## src/rtl/bcd_to_binary.sv

```systemverilog
// Sequential BCD-to-binary converter using reverse double dabble: one right shift per cycle,
// then every BCD digit >= 8 has 3 subtracted from it. Start/Ready/Done handshake.
module bcd_to_binary #(
    parameter int unsigned N = 32,
    parameter int unsigned D = 10
) (
    input  logic               Clock,
    input  logic               Reset,
    input  logic               Start,
    input  logic [D-1:0][3:0]  BCD,
    output logic [N-1:0]       Binary,
    output logic               Ready,
    output logic               Done,
    output logic               Error,
    output logic               Overflow
);

    localparam int unsigned SW = 4 * D;
    localparam int unsigned CW = $clog2(SW + 1);
    // Working width for the result so the overflow test also covers N >= 4*D.
    localparam int unsigned XW = (N > SW) ? N : SW;
    localparam logic [CW-1:0] LastCnt = CW'(SW - 1);

    localparam logic [0:0] StIdle  = 1'b0;
    localparam logic [0:0] StShift = 1'b1;

    logic [0:0]    state_q, state_d;
    logic [SW-1:0] digit_q, digit_d;
    logic [SW-1:0] result_q, result_d;
    logic [CW-1:0] cnt_q, cnt_d;
    logic [N-1:0]  binary_q, binary_d;
    logic          done_q, done_d;
    logic          error_q, error_d;
    logic          overflow_q, overflow_d;

    logic [SW-1:0] shifted_digit;
    logic [SW-1:0] shifted_result;
    logic [XW-1:0] result_ext;
    logic          bad_digit;

    function automatic logic has_bad_digit(input logic [D-1:0][3:0] v);
        logic bad;
        bad = 1'b0;
        for (int i = 0; i < int'(D); i++) begin
            if (v[i] > 4'd9) bad = 1'b1;
        end
        return bad;
    endfunction

    function automatic logic [SW-1:0] correct_digits(input logic [SW-1:0] v);
        logic [SW-1:0] r;
        logic [3:0]    nib;
        r = v;
        for (int i = 0; i < int'(D); i++) begin
            nib = v[4*i +: 4];
            if (nib >= 4'd8) r[4*i +: 4] = nib - 4'd3;
        end
        return r;
    endfunction

    assign bad_digit      = has_bad_digit(BCD);
    assign shifted_digit  = {1'b0, digit_q[SW-1:1]};
    assign shifted_result = {digit_q[0], result_q[SW-1:1]};
    assign result_ext     = XW'(shifted_result);

    always_comb begin
        state_d    = state_q;
        digit_d    = digit_q;
        result_d   = result_q;
        cnt_d      = cnt_q;
        binary_d   = binary_q;
        done_d     = 1'b0;
        error_d    = error_q;
        overflow_d = overflow_q;

        case (state_q)
            StIdle: begin
                if (Start) begin
                    if (bad_digit) begin
                        binary_d   = '0;
                        error_d    = 1'b1;
                        overflow_d = 1'b0;
                        done_d     = 1'b1;
                    end else begin
                        digit_d  = BCD;
                        result_d = '0;
                        cnt_d    = '0;
                        state_d  = StShift;
                    end
                end
            end
            StShift: begin
                digit_d  = correct_digits(shifted_digit);
                result_d = shifted_result;
                cnt_d    = cnt_q + 1'b1;
                if (cnt_q == LastCnt) begin
                    binary_d   = result_ext[N-1:0];
                    overflow_d = |(result_ext >> N);
                    error_d    = 1'b0;
                    done_d     = 1'b1;
                    state_d    = StIdle;
                end
            end
            default: state_d = StIdle;
        endcase
    end

    always_ff @(posedge Clock) begin
        if (Reset) begin
            state_q    <= StIdle;
            digit_q    <= '0;
            result_q   <= '0;
            cnt_q      <= '0;
            binary_q   <= '0;
            done_q     <= 1'b0;
            error_q    <= 1'b0;
            overflow_q <= 1'b0;
        end else begin
            state_q    <= state_d;
            digit_q    <= digit_d;
            result_q   <= result_d;
            cnt_q      <= cnt_d;
            binary_q   <= binary_d;
            done_q     <= done_d;
            error_q    <= error_d;
            overflow_q <= overflow_d;
        end
    end

    assign Ready    = (state_q == StIdle);
    assign Binary   = binary_q;
    assign Done     = done_q;
    assign Error    = error_q;
    assign Overflow = overflow_q;

endmodule

```

## config.mk

```make
export PLATFORM = sky130hd
export DESIGN_NAME = bcd_to_binary
export DESIGN_NICKNAME = d
export VERILOG_FILES = /design/src/rtl/bcd_to_binary.sv
export SDC_FILE = /design/constraint.sdc
export NUM_CORES = 1
export LEC_CHECK = 0
export ABC_AREA = 1
export ABC_CLOCK_PERIOD_IN_PS = 2600
export CORE_MARGIN = 3
export CORE_UTILIZATION = 55
export DETAILED_ROUTE_END_ITERATION = 10
export PLACE_DENSITY = 0.77
export SLEW_MARGIN = 10
export SYNTH_ARGS = -nofsm -noshare
export SYNTH_HDL_FRONTEND = slang
export SYNTH_SLANG_ARGS = --single-unit
```

## constraint.sdc

```tcl
create_clock -name Clock -period 2.6 [get_ports Clock]
set_clock_uncertainty 0.2 [all_clocks]
set_input_delay 0.52 -clock Clock [delete_from_list [all_inputs] [get_ports Clock]]
set_output_delay 0.52 -clock Clock [all_outputs]
set_load 0.01 [all_outputs]
```

### Word level (Yosys, flattened, before mapping)

Cells that the tools add are included.

* output and inout port bits: 36
* flip-flop bits (word level): 122
* bits of input ports: 43
* logic and storage cells: 97

* bitwise operators: 1
* $lt $le $gt $ge: 20
* eq/ne operators: 5
* muxes and demuxes: 49
* $add $sub $neg: 11
* reduce and logical (&&, ||, !) cells: 3

Operators by type and width (number)
* $mux W40: 4
* $pmux W40 S2: 2
* $mux W32: 3
* $pmux W32 S2: 1
* $gt A4 B4 Y1 const B: 10
* $mux W4: 10
* $ge A4 B4 Y1 const B: 9
* $sub A4 B2 Y4 const B: 9
* $mux W1: 22
* $mux W6: 2
* $pmux W6 S2: 1
* $pmux W1 S2: 4
* $reduce_or A8 Y1: 1
* $add A6 B1 Y6 const B: 1
* $eq A6 B6 Y1 const B: 1
* $ge A3 B4 Y1 const B: 1
* $ne A2 B1 Y1 const B: 2
* $ne A2 B2 Y1 const B: 2
* $sub A3 B2 Y4 const B: 1
* $reduce_and A3 Y1: 1
* $reduce_and A2 Y1: 1
* $not A1 Y1: 1

### Longest topological paths before layout

Gate-level depths: netlist of the first run.

* depth after elaboration: 14
* depth in mapped cells: 10
* gate-level depth less buffers: 9

### Least setup slack after synthesis of the first run

Ideal clock, no wire load.

* path kind: input -> register
* start: input port BCD[29] in the netlist's numbering
* end: register result_q[24]
* buffers on the path: 2
* required time: 2.268 ns
* stages on the path: 7
* arrival time: 1.527 ns
* path slack: 0.741 ns
* library setup time: 0.132 ns
* cell sequence: o21a_1 nor2_2 nand4_1 buf_2 buf_2 nand3_1 a21oi_1

* cells in the longest elaborated chain, start to end: 6

RTL lines
* start: declaration: RTL line 10 `input logic [D-1:0][3:0] BCD,`
* $gt A4 B4 Y1: RTL line 45 `if (v[i] > 4'd9) bad = 1'b1;`
* $mux W1 (3 in series): RTL line 45
* $ne A2 B2 Y1 (no line)
* $reduce_and A2 Y1 (no line)
* end signal: assignment: RTL line 121 `result_q <= result_d;`
* end: declaration: RTL line 29 `logic [SW-1:0] result_q, result_d;`

Every way passes these cells.
A chain may end at the register's enable or synchronous reset.

### Final worst setup path of the first run

* start: register state_q
* end: output port Ready

* cells in the longest elaborated chain, start to end: 1

RTL lines
* start: declaration: RTL line 27 `logic [0:0] state_q, state_d;`
* start signal: assignment: RTL line 110 `state_q <= StIdle;`
* start signal: assignment: RTL line 119 `state_q <= state_d;`
* $not A1 Y1
* end: declaration: RTL line 12 `output logic Ready,`

Every way passes these cells.

==> flow_metrics.env, run 1 <==
export IMPL_netlist_area_um2=6040
export IMPL_internal_power_mw=3.98
export IMPL_p_seq_share_pct=37.6
export IMPL_worstPathMaxFanout=5
export IMPL_final_common_cell="nand2_1"
export IMPL_grt_max_degree=65
export IMPL_ir_drop_v=0.000437
export IMPL_r2r_setup_slack_ns=0.60
export IMPL_finalCriticalPeriod_ns=2.20
export IMPL_status="completed"
export IMPL_diodes=0
export IMPL_whs_ns=0.279
export IMPL_port_buffers=78
export IMPL_die_h_um=111
export IMPL_hold_start="result_q[22]"
export IMPL_start_util_pct=57.5
export IMPL_core_area_um2=10500
export IMPL_r2r_end="Binary[16]"
export IMPL_syn_to_final_growth_pct=27.0
export IMPL_drive_gt1_share_pct=7.99
export IMPL_finalSetupViolCount=0
export IMPL_drc=0
export IMPL_grt_use_total_pct=25.6
export IMPL_cp_data_required_time_ns=1.88
export IMPL_yosys_warnings=0
export IMPL_path_buf_inv=2
export IMPL_dp_hpwl_mm=9.86
export IMPL_p_leak_nw=3.38
export IMPL_reg2regPathDepth=10
export IMPL_path_cells="clkinv_2 -> clkdlybuf4s50_1"
export IMPL_fin_util_pct=73.0
export IMPL_cts_hold_buf=0
export IMPL_maxCapViolations=0
export IMPL_synth_cell_type_count=31
export IMPL_num_vias=5949
export IMPL_die_w_um=111
export IMPL_dr_pass1_iters=6
export IMPL_dieArea_um2=12300
export IMPL_grt_pass1_vias=5659
export IMPL_grt_overflow=0
export IMPL_avgSynthCellArea_um2=6.87
export IMPL_p_clk_share_pct=55.1
export IMPL_reg2reg_from="cnt_q[0]"
export IMPL_holdPathEnd="result_q[22]"
export IMPL_critical_path_slowest_cell="clkdlybuf4s50_1"
export IMPL_p_sw_mw=1.09
export IMPL_power_share_switching_pct=21.4
export IMPL_globalplace_congestion=0.785
export IMPL_clk_path_buf_depth=2
export IMPL_grt_pass1_wl_mm=26.2
export IMPL_critical_path_top_delay_family="buffers and inverters"
export IMPL_fmax_mhz=454
export IMPL_synth_edf_count=0
export IMPL_ys_seq_area_share_pct=40.1
export IMPL_hold_viol=0
export IMPL_p_comb_share_pct=7.3
export IMPL_slowest_delay_ns=0.55
export IMPL_syn_inst=880
export IMPL_synth_main_ff_cell="dfxtp_1"
export IMPL_stdcell_count=1100
export IMPL_cts_setup_buffers=0
export IMPL_synth_seq_cells=121
export IMPL_yosys_area_top_type="dfxtp_1"
export IMPL_drv_slew=0
export IMPL_grt_antenna_before_repair=0
export IMPL_cp_arrival_ns=1.48
export IMPL_clockRootBuffer="clkbuf_8"
export IMPL_power_density_nw_per_um2=660
export IMPL_synthArstFlopShare_pct=0
export IMPL_viasPerCell=5.41
export IMPL_cp_end_kind="primary output"
export IMPL_drtAntennaViolNets=0
export IMPL_worstHoldPathType="reg -> reg"
export IMPL_clock_sinks=121
export IMPL_total_power_mw=5.07
export IMPL_fp_row_count=37
export IMPL_cts_buffers=17
export IMPL_boundaryPins=79
export IMPL_cts_tree="built"
export IMPL_placed_cells=1068
export IMPL_fin_nets=1013
export IMPL_rsz0062_at_grt="false"
export IMPL_crit_type="reg -> out"
export IMPL_tightestPinTransition_ns=0.705
export IMPL_relSlewSlack_pct=53.0
export IMPL_htree_num_levels=4
export IMPL_synth_area_leaders="dfxtp_1 (40%), nand2_1 (12%), nor2_1 (8.3%), a21oi_1 (6.6%), nand3_1 (6.6%)"
export IMPL_yosys_area_top_type_share_pct=40.1
export IMPL_drt_wl_total_mm=15.5
export IMPL_min_period_over_period_pct=84.7
export IMPL_cts_resized_gates=0
export IMPL_mostFrequentLayoutCells="nand2_1 (187), nor2_1 (134), dfxtp_1 (120)"
export IMPL_crit_start="state_q"
export IMPL_drt_iter0_drc=403
export IMPL_cp_start_kind="register"
export IMPL_wl_per_cell_um=14.1
export IMPL_hold_depth=2
export IMPL_cts_clk_slew_worst_paths_ns=0.06
export IMPL_clock_latency_ns=0.52
export IMPL_syn_nets=942
-- layer usage --
| layer | vias up | track usage [%] | routed length, um |
|---|---|---|---|
| li1 | 2983 | - | - |
| met1 | 2731 | 31.3 | 6580 |
| met2 | 212 | 43.7 | 7660 |
| met3 | 23 | 6.44 | 987 |
| met4 | 0 | 9.03 | 261 |
| met5 | - | 0 | 0 |
-- how the worst max path moves through the flow --
stage	endpoint	depth (start not counted)
after global placement	digit_q[8]	9
final	Ready	2
after global routing	Binary[1]	11
after CTS	Ready	2
after detailed placement	digit_q[14]	9
after floorplan	result_q[24]	7
-- sequential cells by signal, indices dropped and copies added, names as in the netlist --
register,flops
Binary,32
Done,1
Error,1
Overflow,1
cnt_q,6
digit_q,40
result_q,39
state_q,1
-- cell type report --
cell class              count  area, um2
multi-input cells         624       3050
clock inverters            13        262
flip-flops and latches    121       2420
well taps                 136        170
fillers                   798       2830
inverters                  80        302
clock buffers              19        442
repair buffers            107       1030
-- cell usage after synthesis (3+ instances only) --
cell	number
nand2_1	187
nor2_1	134
dfxtp_1	121
a21oi_1	80
inv_1	80
nand3_1	80
o21ai_0	48
nand3b_1	26
clkbuf_1	25
buf_2	21
ha_1	19
nor3_1	12
o31ai_1	8
buf_6	5
o21ai_1	5
nand4_1	4
o21ai_2	4
buf_1	3
-- power by group through the flow --
stage / Combinational [mW] / Clock (mW) / Sequential (mW)
after floorplan: 0.175 / 0 / 1.95
after global placement: 0.359 / 0 / 1.94
after detailed placement: 0.365 / 0 / 1.94
after CTS: 0.370 / 2.81 / 1.90
after global routing: 0.406 / 2.91 / 1.91
final: 0.370 / 2.79 / 1.90
-- cells by family (layout without fill, tap and decap cells) --
family          after synthesis  count (layout)  share of synthesized area [%]
compound gates              153             153                           13.8
fa+ha+maj                    19              19                           3.93
simple gates                452             452                           32.7
buf+inv                     135             219                           9.50
flops                       121             121                           40.1
-- worst min-delay path, cell delays in order (launching register included) --
cell     delay (ns)
dfxtp_1        0.31
nand3_1        0.07
a21oi_1        0.05
-- through the flow --
| step | setup slack (ns) | area, um2 | setup TNS [ns] |
|---|---|---|---|
| CTS | 0.378 | 7680 | 0 |
| finish | 0.399 | 7680 | 0 |
| floorplan | 0.741 | 6040 | 0 |
| global route | 0.328 | 7680 | 0 |
| global placement | 0.0470 | 6970 | 0 |
| detailed placement | -0.0431 | 6970 | -0.207 |
(Power assumes the default switching activity.)
==> inputs of run 2 (changes only) <==
- ABC_CLOCK_PERIOD_IN_PS: 2600 -> 2000
- CORE_UTILIZATION: 55 -> 50
- PLACE_DENSITY: 0.77 -> 0.73
- clock period: 2.6 -> 2 ns (I/O delays scaled with it)
==> run 2 against run 1 <==
  * Sequential power increased by 31%
  * Critical path depth down 1
  * Total power increased by 14%
==> flow_metrics.env, run 2 (synthesis results as in run 1) <==
export IMPL_drive_gt1_share_pct=9.40
export IMPL_clockRootBuffer="clkbuf_16"
export IMPL_p_comb_share_pct=8.7
export IMPL_crit_type="reg -> out"
export IMPL_globalplace_congestion=0.797
export IMPL_wl_per_cell_um=13.1
export IMPL_tns_ns=0
export IMPL_grt_use_total_pct=22.7
export IMPL_top_register="digit_q"
export IMPL_cts_buffers=17
export IMPL_wl_met3_um=582
export IMPL_cts_setup_buffers=0
export IMPL_clock_sinks=121
export IMPL_p_clk_share_pct=48.2
export IMPL_critical_path_slowest_cell="clkdlybuf4s50_1"
export IMPL_start_util_pct=52.0
export IMPL_status="completed"
export IMPL_path_buf_inv=1
export IMPL_die_h_um=116
export IMPL_grt_max_degree=84
export IMPL_core_area_um2=11600
export IMPL_power_density_nw_per_um2=748
export IMPL_dr_pass1_iters=5
export IMPL_highest_layer="met4"
export IMPL_holdPathEnd="cnt_q[3]"
export IMPL_grt_pass1_vias=5264
export IMPL_grt_pass1_wl_mm=24.5
export IMPL_reg2regPathDepth=7
export IMPL_viasPerCell=5.15
export IMPL_p_sw_mw=1.32
export IMPL_min_period_over_period_pct=96.2
export IMPL_critical_path_top_delay_family="buffers and inverters"
export IMPL_clk_path_buf_depth=2
export IMPL_grt_antenna_before_repair=0
export IMPL_fmax_mhz=520
export IMPL_mostFrequentLayoutCells="nand2_1 (186), nor2_1 (134), dfxtp_1 (120)"
export IMPL_syn_to_final_growth_pct=27.1
export IMPL_hold_start="cnt_q[3]"
export IMPL_finalCriticalPeriod_ns=1.92
export IMPL_p_seq_share_pct=43.0
export IMPL_relSlewSlack_pct=53.1
export IMPL_cp_start_kind="register"
export IMPL_total_power_mw=5.75
export IMPL_p_leak_nw=3.40
export IMPL_worstPathMaxFanout=2
export IMPL_ir_drop_v=0.000499
export IMPL_worstHoldPathType="reg -> reg"
export IMPL_htree_num_levels=4
export IMPL_clock_latency_ns=0.41
export IMPL_hold_depth=2
export IMPL_finalSetupViolCount=0
export IMPL_hold_viol=0
export IMPL_met2_length_mm=6.80
export IMPL_wl_met1_mm=7.07
export IMPL_cts_clk_slew_worst_paths_ns=0.05
export IMPL_largest_register_ffs=40
export IMPL_dp_hpwl_mm=9.52
export IMPL_fp_row_count=39
export IMPL_die_w_um=116
export IMPL_path_cells="clkdlybuf4s50_1"
export IMPL_cp_arrival_ns=1.32
export IMPL_cp_end_kind="primary output"
export IMPL_num_vias=5775
export IMPL_power_share_switching_pct=23.0
export IMPL_internal_power_mw=4.43
export IMPL_drt_wl_total_mm=14.7
export IMPL_r2r_setup_slack_ns=0.19
export IMPL_slowest_delay_ns=0.55
export IMPL_cts_tree="built"
export IMPL_reg2reg_from="state_q"
export IMPL_dieArea_um2=13400
export IMPL_final_common_cell="nand2_1"
export IMPL_drv_slew=0
export IMPL_port_buffers=78
export IMPL_cp_data_required_time_ns=1.40
export IMPL_maxCapViolations=0
export IMPL_drtAntennaViolNets=0
export IMPL_fin_nets=1029
export IMPL_rsz0062_at_grt="false"
export IMPL_grt_overflow=0
export IMPL_drt_iter0_drc=390
export IMPL_r2r_end="Binary[21]"
export IMPL_diodes=0
export IMPL_tightestPinTransition_ns=0.703
export IMPL_boundaryPins=79
export IMPL_drc=0
-- run 2: cell count changes in the layout (fill, tap and decap cells not counted), moves of 2 or more --
cell,previous run,this run
buf_4,26,36
bufinv_16,7,1
buf_6,0,5
clkbuf_1,0,5
clkinv_2,1,5
inv_6,4,0
o21ai_1,5,1
o21ai_2,4,8
clkbuf_8,3,1
clkdlybuf4s50_1,77,75
-- run 2: what timing repair did --
item,4_1_cts,5_1_grt
pin swaps,0,6
hold buffers,0,0
gates resized for setup,1,11
setup endpoints to repair,1,91
-- run 2: worst max path at each step --
stage / end / start / cells past startpoint / slack (ns)
after floorplan: result_q[24] / BCD[29] / 7 / 0.26
after global placement: Binary[23] / BCD[2] / 11 / -0.37
after detailed placement: Binary[8] / BCD[2] / 11 / -0.39
after CTS: Binary[25] / BCD[2] / 10 / 0.02
after global routing: digit_q[25] / BCD[33] / 11 / 0.001
final: Binary[0] / Binary[0] / 1 / 0.08
-- run 2: final cells by class --
type                       instances  area [um2]
clock buffer                      23         458
sequential                       121        2420
multi-input combinational        624        3060
timing repair buffer             123        1180
clock inverter                     8        73.8
inverter                          80         302
fill                            1034        3930
tap                              143         179
-- run 2: through the flow --
| stage | hold WS [ns] | instances | setup slack (ns) | util [%] | cell area (um2) |
|---|---|---|---|---|---|
| after detailed placement | 0.252 | 1091 | -0.395 | 61.3 | 7110 |
| after CTS | 0.260 | 1122 | 0.0229 | 65.8 | 7640 |
| after floorplan | 0.239 | 880 | 0.261 | - | 6040 |
| after global placement | 0.251 | 1091 | -0.368 | 61.3 | 7110 |
| final | 0.259 | 1122 | 0.0768 | 66.2 | 7680 |
| after global routing | 0.286 | 1122 | 0.00150 | 66.2 | 7680 |
-- run 2: metal layers --
| metal | GRT usage (%) | vias up |
|---|---|---|
| met1 | 30.1 | 2627 |
| li1 | - | 3014 |
| met4 | 7.97 | 0 |
| met5 | 0 | - |
| met3 | 5.48 | 18 |
| met2 | 36.2 | 116 |
-- run 2: power by group through the flow --
stage,combinational [mW],clock [mW],sequential [mW]
finish,0.502,2.77,2.48
detailed placement,0.496,0,2.53
global route,0.553,2.91,2.48
floorplan,0.227,0,2.54
CTS,0.499,2.81,2.47
global placement,0.493,0,2.53
==> inputs of run 3 (changes only) <==
- MAX_ROUTING_LAYER: not set -> met4
==> run 3 against run 2 <==
  * Die area unchanged
  * Register-to-register slack about the same
  * Highest routed layer unchanged
  * Via count increased by 0.42%
  * Final cell count unchanged
==> flow_metrics.env, run 3 (synthesis results as in run 1) <==
export IMPL_grt_pass1_vias=5259
export IMPL_die_h_um=116
export IMPL_final_common_cell="nand2_1"
export IMPL_cts_hold_buf=0
export IMPL_critical_path_slowest_cell="clkdlybuf4s50_1"
export IMPL_critical_path_top_delay_family="buffers and inverters"
export IMPL_grt_use_total_pct=23.4
export IMPL_boundaryPins=79
export IMPL_num_vias=5799
export IMPL_cts_setup_buffers=0
export IMPL_p_leak_nw=3.40
export IMPL_maxCapViolations=0
export IMPL_crit_type="reg -> out"
export IMPL_core_area_um2=11600
export IMPL_cts_tree="built"
export IMPL_fmax_mhz=520
export IMPL_rsz0062_at_grt="false"
export IMPL_cp_data_required_time_ns=1.40
export IMPL_port_buffers=78
export IMPL_p_comb_share_pct=8.7
export IMPL_hold_viol=0
export IMPL_finalSetupViolCount=0
export IMPL_clock_sinks=121
export IMPL_clock_latency_ns=0.41
export IMPL_cp_arrival_ns=1.32
export IMPL_finalCriticalPeriod_ns=1.92
export IMPL_total_power_mw=5.75
export IMPL_htree_num_levels=4
export IMPL_drc=0
export IMPL_viasPerCell=5.17
export IMPL_slowest_delay_ns=0.55
export IMPL_postPlaceCellArea_um2=7110
export IMPL_worstHoldPathType="reg -> reg"
export IMPL_min_period_over_period_pct=96.1
export IMPL_relSlewSlack_pct=53.1
export IMPL_drtAntennaViolNets=0
export IMPL_start_util_pct=52.0
export IMPL_drt_iter0_drc=408
export IMPL_final_cell_area_um2=7680
export IMPL_p_sw_mw=1.32
export IMPL_drive_gt1_share_pct=9.40
export IMPL_power_share_switching_pct=23.0
export IMPL_cts_clk_slew_worst_paths_ns=0.05
export IMPL_dieArea_um2=13400
export IMPL_p_seq_share_pct=43.0
export IMPL_die_w_um=116
export IMPL_tightestPinTransition_ns=0.703
export IMPL_layout_setup_ws_ns=0.0771
export IMPL_drv_slew=0
export IMPL_internal_power_mw=4.43
export IMPL_globalplace_congestion=0.808
export IMPL_pre_cts_ws_ns=-0.395
export IMPL_status="completed"
export IMPL_diodes=0
export IMPL_ir_drop_v=0.000498
export IMPL_syn_to_final_growth_pct=27.1
export IMPL_p_clk_share_pct=48.2
export IMPL_grt_overflow=0
export IMPL_largest_register_ffs=40
export IMPL_path_buf_inv=1
export IMPL_fin_nets=1029
export IMPL_drt_wl_total_mm=14.7
export IMPL_wl_per_cell_um=13.1
export IMPL_worstPathMaxFanout=2
export IMPL_dp_hpwl_mm=9.52
export IMPL_cp_start_kind="register"
export IMPL_tns_ns=0
export IMPL_dr_pass1_iters=7
export IMPL_clockRootBuffer="clkbuf_16"
export IMPL_grt_antenna_before_repair=0
export IMPL_cts_buffers=17
export IMPL_grt_pass1_wl_mm=24.5
export IMPL_cp_end_kind="primary output"
export IMPL_fp_row_count=39
export IMPL_path_cells="clkdlybuf4s50_1"
export IMPL_clk_path_buf_depth=2
export IMPL_top_register="digit_q"
export IMPL_grt_max_degree=84
export IMPL_power_density_nw_per_um2=749
export IMPL_mostFrequentLayoutCells="nand2_1 (186), nor2_1 (134), dfxtp_1 (120)"
-- run 3: cell counts in the layout (fill, tap and decap cells not counted) --
No cell type changed its count.
-- run 3: final timing paths --
kind	from	endpoint	slack, ns	depth (start not counted)
min	cnt_q[3]	cnt_q[3]	0.26	2
max reg2reg	state_q	Binary[21]	0.19	7
min reg2reg	cnt_q[3]	cnt_q[3]	0.26	2
max	Binary[0]	Binary[0]	0.08	1
-- run 3: per-stage QoR --
stage / util, % / hold WS [ns] / std cells
floorplan: - / 0.239 / 880
global placement: 61.3 / 0.251 / 1091
detailed placement: 61.3 / 0.252 / 1091
CTS: 65.8 / 0.260 / 1122
global route: 66.2 / 0.286 / 1122
finish: 66.2 / 0.259 / 1122
-- run 3: final cells by class --
type / instances / area [um2]
Clock buffer: 23 / 458
Clock inverter: 8 / 73.8
Fill cell: 1034 / 3930
Inverter: 80 / 302
Multi-Input combinational cell: 624 / 3060
Sequential cell: 121 / 2420
Tap cell: 143 / 179
Timing Repair Buffer: 123 / 1180
-- run 3: worst min-delay path: stages, from the launching register on --
cell and delay [ns]:
dfxtp_1 0.30, nand2_1 0.06, a21oi_1 0.05
-- run 3: power groups by stage --
stage	Sequential, mW	Clock [mW]	Combinational (mW)
final	2.47	2.77	0.502
after global placement	2.53	0	0.493
after floorplan	2.54	0	0.227
after CTS	2.47	2.81	0.499
after detailed placement	2.53	0	0.496
after global routing	2.48	2.91	0.554
-- run 3: routing by layer --
layer	part of all wire, %	track usage [%]
met2	47	36.2
met5	0	-
met4	1.5	7.97
met3	4.6	5.48
met1	47	30.2
-- run 3: timing repair --
action	4_1_cts	5_1_grt
pin swaps	0	6
resized for setup	1	11
endpoints found under the hold margin	0	0
cloned	0	0
endpoints found under the setup margin	1	91
